### src/rtl/screen_reader_pkg.sv
// screen_reader_pkg: Hack screen geometry defaults and scan FSM state encoding shared by the screen reader files
package screen_reader_pkg;
  localparam int SCREEN_BASE = 16384;
  localparam int SCREEN_COLS = 512;
  localparam int SCREEN_ROWS = 256;
  localparam int SCREEN_ADDR_W = 15;
  localparam int WORDS_PER_ROW = SCREEN_COLS / 16;
  localparam int SCREEN_WORDS = SCREEN_ROWS * WORDS_PER_ROW;
  typedef enum logic [2:0] {IDLE, FETCH, WAIT, SHIFT, DONE} state_t;
endpackage

### src/rtl/screen_reader_shifter.sv
// screen_reader_shifter: 16-bit word load/shift register with bit counter; ports clk, reset, load+data (capture word), shift (advance one pixel), pix (current bit), last_bit (16th pixel of the word)
module screen_reader_shifter (
  input  logic        clk,
  input  logic        reset,
  input  logic        load,
  input  logic        shift,
  input  logic [15:0] data,
  output logic        pix,
  output logic        last_bit
);
  logic [15:0] sr;
  logic [3:0]  cnt;
  always_ff @(posedge clk or posedge reset)
    if (reset) begin
      sr  <= '0;
      cnt <= '0;
    end else if (load) begin
      sr  <= data;
      cnt <= '0;
    end else if (shift) begin
      sr  <= {1'b0, sr[15:1]};
      cnt <= cnt + 4'd1;
    end
  assign pix      = sr[0];
  assign last_bit = cnt == 4'd15;
endmodule

### src/rtl/screen_reader.sv
// screen_reader: scans the screen RAM region and streams pixels with x/y; ports clk, reset, start, mem_rd/mem_addr/mem_data (1-cycle read), pix_valid/pix_ready/pix/pix_x/pix_y (pixel stream), busy, frame_done
module screen_reader
  import screen_reader_pkg::*;
#(
  parameter int BASE   = SCREEN_BASE,
  parameter int COLS   = SCREEN_COLS,
  parameter int ROWS   = SCREEN_ROWS,
  parameter int ADDR_W = SCREEN_ADDR_W
) (
  input  logic              clk,
  input  logic              reset,
  input  logic              start,
  output logic              mem_rd,
  output logic [ADDR_W-1:0] mem_addr,
  input  logic [15:0]       mem_data,
  output logic              pix_valid,
  input  logic              pix_ready,
  output logic              pix,
  output logic [8:0]        pix_x,
  output logic [7:0]        pix_y,
  output logic              busy,
  output logic              frame_done
);
  localparam logic [ADDR_W-1:0] FIRST = ADDR_W'(BASE);
  localparam logic [ADDR_W-1:0] LAST  = ADDR_W'(BASE + ROWS * (COLS / 16) - 1);
  localparam logic [8:0]        XMAX  = 9'(COLS - 1);
  state_t            state, next;
  logic [ADDR_W-1:0] ptr;
  logic [8:0]        x;
  logic [7:0]        y;
  logic              hs, bit0, last_bit;
  screen_reader_shifter u_shifter (
    .clk     (clk),
    .reset   (reset),
    .load    (state == WAIT),
    .shift   (hs),
    .data    (mem_data),
    .pix     (bit0),
    .last_bit(last_bit)
  );
  assign hs         = pix_valid && pix_ready;
  assign mem_rd     = state == FETCH;
  assign mem_addr   = mem_rd ? ptr : '0;
  assign pix_valid  = state == SHIFT;
  assign pix        = pix_valid & bit0;
  assign pix_x      = x;
  assign pix_y      = y;
  assign busy       = state inside {FETCH, WAIT, SHIFT};
  assign frame_done = state == DONE;
  always_comb begin
    next = state;
    unique case (state)
      IDLE:    next = start ? FETCH : IDLE;
      FETCH:   next = WAIT;
      WAIT:    next = SHIFT;
      SHIFT:   next = (hs && last_bit) ? ((ptr == LAST) ? DONE : FETCH) : SHIFT;
      default: next = IDLE;
    endcase
  end
  always_ff @(posedge clk or posedge reset)
    if (reset) state <= IDLE;
    else state <= next;
  // Pointer and row stay on the final word so y never passes ROWS-1; DONE rewinds everything.
  always_ff @(posedge clk or posedge reset)
    if (reset) begin
      ptr <= FIRST;
      x   <= '0;
      y   <= '0;
    end else if (state == DONE) begin
      ptr <= FIRST;
      x   <= '0;
      y   <= '0;
    end else if (hs) begin
      x <= (x == XMAX) ? 9'd0 : x + 9'd1;
      if (last_bit && ptr != LAST) begin
        ptr <= ptr + 1'b1;
        if (x == XMAX) y <= y + 8'd1;
      end
    end
endmodule

### config.mk
export PLATFORM = sky130hd
export DESIGN_NAME = screen_reader
export DESIGN_NICKNAME = d
export VERILOG_FILES = /design/src/rtl/screen_reader_pkg.sv /design/src/rtl/screen_reader_shifter.sv /design/src/rtl/screen_reader.sv
export SDC_FILE = /design/constraint.sdc
export NUM_CORES = 1
export LEC_CHECK = 0
export ABC_AREA = 0
export CAP_MARGIN = 20
export CORE_UTILIZATION = 25
export DETAILED_ROUTE_END_ITERATION = 12
export HOLD_SLACK_MARGIN = 0.08
export PLACE_DENSITY = 0.5
export REMOVE_ABC_BUFFERS = 1
export SLEW_MARGIN = 20
export SYNTH_ARGS = -nofsm -noshare
export SYNTH_HDL_FRONTEND = slang
export SYNTH_SLANG_ARGS = --single-unit
### constraint.sdc
create_clock -name clk -period 3.51 [get_ports clk]
set_clock_uncertainty 0.2 [all_clocks]
set_input_delay 0.702 -clock clk [delete_from_list [all_inputs] [get_ports clk]]
set_output_delay 0.702 -clock clk [all_outputs]
set_load 0.1 [all_outputs]
==> impl_metrics.env <==
export IMPL_final_antenna_net_count=0
export IMPL_cpMostUsedCell="and3_1"
export IMPL_rsz0062_at_grt="false"
export IMPL_vias=2568
export IMPL_fp_dieW_microns=110
export IMPL_worst_pin_slew_ns=0.717
export IMPL_die_h_microns=110
export IMPL_grt_antenna_before_repair=0
export IMPL_path_class="reg -> reg"
export IMPL_drt_initial_drc_count=113
export IMPL_mostFrequentLayoutCells="nand2_1, dfrtp_1, buf_4"
export IMPL_gp_congestion=0.721
export IMPL_cts_tree="done"
export IMPL_synth_area_sq_mm=0.00294
export IMPL_insertion_delay_ns=0.29
export IMPL_htreeDepth=2
export IMPL_antennaDiodeCount=0
export IMPL_grt_max_degree=56
export IMPL_ys_warnings_count=0
export IMPL_min_period_over_period=0.853
export IMPL_pwr_share_comb=0.348
export IMPL_avgSynthCellArea_sq_um=9.10
export IMPL_leakagePower_uw=0.00167
export IMPL_crit_path_start_kind="flop"
export IMPL_power_frac_seq=0.424
export IMPL_grt_pass1_wl_microns=12600
export IMPL_grt_pass1_vias=2425
export IMPL_fin_crit_ns=2.99
export IMPL_firstDrtPassIters=4
export IMPL_vias_per_cell=4.98
export IMPL_cts_max_path_buffers=2
export IMPL_cts_hold_buffers=0
export IMPL_top_layer_used="met4"
export IMPL_core_area_sq_mm=0.0114
export IMPL_portBuffers=56
export IMPL_clkPwrFrac=0.228
export IMPL_setup_violations=0
export IMPL_wl_met3_microns=250
export IMPL_ys_ff_latch=55
export IMPL_pre_cts_ws_ns=0.522
export IMPL_timing_fmax_mhz=334
export IMPL_synthFlopType="dfrtp_1"
export IMPL_clk_pin_slew_worst_paths_ns=0.07
export IMPL_placed_area_sq_mm=0.00378
export IMPL_peakVddDrop_v=0.000518
export IMPL_fill_cells=1197
export IMPL_finalWorstSetupSlack_ns=0.517
export IMPL_crit_chain="ha_1 -> and3_1 -> and3_1 -> and3_1 -> ha_1 -> and3_1 -> nand4_1 -> o311ai_0 -> o41ai_1"
export IMPL_ctsRootBufferMaster="clkbuf_16"
export IMPL_yosysSeqAreaShare=0.469
export IMPL_clock_sinks=55
export IMPL_detail_route_wl_per_cell_microns=14.5
export IMPL_p_sw_frac=0.418
export IMPL_initial_core_util=0.257
export IMPL_postCtsResizedCells=0
export IMPL_slew_headroom=0.518
export IMPL_met2_length_microns=3640
export IMPL_power_density_mw_per_mm2=562
export IMPL_internal_power_uw=1280
export IMPL_finalHoldViolCount=0
export IMPL_status="finished, final reports clean"
export IMPL_drcViolationCount=0
export IMPL_die_area_sq_mm=0.0122
export IMPL_hold_path_class="reg -> reg"
export IMPL_grtUsageTotal=0.125
export IMPL_cp_max_fo=17
export IMPL_synth_top_area_share=0.460
export IMPL_worstPathArrival_ns=2.96
export IMPL_drive_above_1_share=0.164
export IMPL_synth_edf_count=0
export IMPL_async_reset_ff_frac=1.00
export IMPL_synthTopCellsByArea="dfrtp_1, nand2_1, a22oi_1, a21oi_1, and2_1"
export IMPL_switching_power_uw=921
export IMPL_stdcell_area_sq_mm=0.00392
export IMPL_post_cts_buffers=0
export IMPL_hold_slack_ns=0.276
export IMPL_wl_met1_microns=3480
export IMPL_nets=397
export IMPL_critical_path_required_ns=3.47
export IMPL_dpl_hpwl_microns=5040
export IMPL_multi_input_comb_area_sq_mm=0.00146
export IMPL_seq_area_sq_mm=0.00138
export IMPL_max_stage_delay_ns=0.51
export IMPL_synth_top_area_cell="dfrtp_1"
export IMPL_numCtsBuffers=5
export IMPL_cp_slowest_cell="ha_1"
export IMPL_end_kind="flop"
export IMPL_finalMaxSlewViolations=0
export IMPL_synth_cell_types=45
export IMPL_syn_inst=323
export IMPL_wl_microns=7460
export IMPL_rows=39
export IMPL_cap_violations=0
export IMPL_ios=57
export IMPL_grt_overflow=0
export IMPL_area_delta_synth_final_pct=33.6
==> flip-flops by register name, indices dropped and copies added (netlist names) <==
name and count:
pix_x 9, pix_y 8, ptr 15, state 3
u_shifter.cnt 4, u_shifter.sr 16
==> per-stage QoR <==
| step | TNS (ns) | util | power [uW] | instances |
|---|---|---|---|---|
| floorplan | -24.52 | - | 1490 | 301 |
| global placement | 0 | 0.331 | 1710 | 508 |
| detailed placement | 0 | 0.331 | 1720 | 508 |
| CTS | 0 | 0.343 | 2230 | 516 |
| global route | 0 | 0.344 | 2350 | 516 |
| finish | 0 | 0.344 | 2200 | 516 |
==> synthesized netlist by cell type (all sizes together) (2+ instances only) <==
cell / number
dfrtp: 54
nand2: 54
a21oi: 20
nor2: 18
clkbuf: 16
and2: 15
a22oi: 14
o21ai: 11
nand4: 10
and3: 9
nor3: 9
mux2i: 8
nand3: 8
or4: 8
o31ai: 7
buf: 6
inv: 6
and4: 5
ha: 5
nor4: 5
a31oi: 4
nand2b: 3
xnor2: 3
a22o: 2
nand4b: 2
nor3b: 2
nor4b: 2
o41ai: 2
or3: 2
xor2: 2
==> worst paths after layout <==
| check | slack [ns] | start | endpoint | cells after the start |
|---|---|---|---|---|
| setup reg to reg | 0.52 | pix_x[0] | pix_y[7] | 9 |
| setup / recovery | 0.52 | pix_x[0] | pix_y[7] | 9 |
| max in group asynchronous | 1.92 | reset | ptr[5] | 3 |
| hold / removal | 0.28 | u_shifter.sr[4] | u_shifter.sr[4] | 2 |
| min in group asynchronous | 0.72 | reset | pix_x[2] | 3 |
| hold reg to reg | 0.28 | u_shifter.sr[4] | u_shifter.sr[4] | 2 |
==> cell type report <==
class | count | share of cell area
Timing Repair Buffer | 64 | 0.189
Inverter | 6 | 0.00574
Sequential cell | 55 | 0.351
Tap cell | 143 | 0.0456
Clock inverter | 3 | 0.00510
Clock buffer | 5 | 0.0319
Multi-Input combinational cell | 240 | 0.372
==> cells by family (layout without fill, tap and decap cells) <==
family,after synthesis,after routing,share of synthesized area
flops,55,55,0.469
compound gates,65,65,0.141
fa+ha+maj,5,5,0.0213
simple gates,156,156,0.283
buf+inv,28,78,0.0392
mux,9,9,0.0311
xor+xnor,5,5,0.0149
==> worst max-delay path: cells and delay by family, from the launching register on <==
family,cells,cell delay [ns]
DFF,1,0.45
and+or+nand+nor,5,1.03
AOI/OAI and AO/OA,2,0.48
adders and majority gates,2,0.72
==> layer usage <==
layer  GRT usage  vias up
li1            -     1269
met1       0.168     1244
met2       0.207       47
met3      0.0225        8
met4      0.0356        0
met5           0        -
==> power groups by stage <==
stage / logic [uW] / clock network, uW / registers [uW]
floorplan: 378 / 0 / 1110
global placement: 766 / 0 / 940
detailed placement: 775 / 0 / 944
CTS: 776 / 522 / 934
global route: 834 / 549 / 966
finish: 767 / 503 / 934
(Power assumes the default switching activity.)
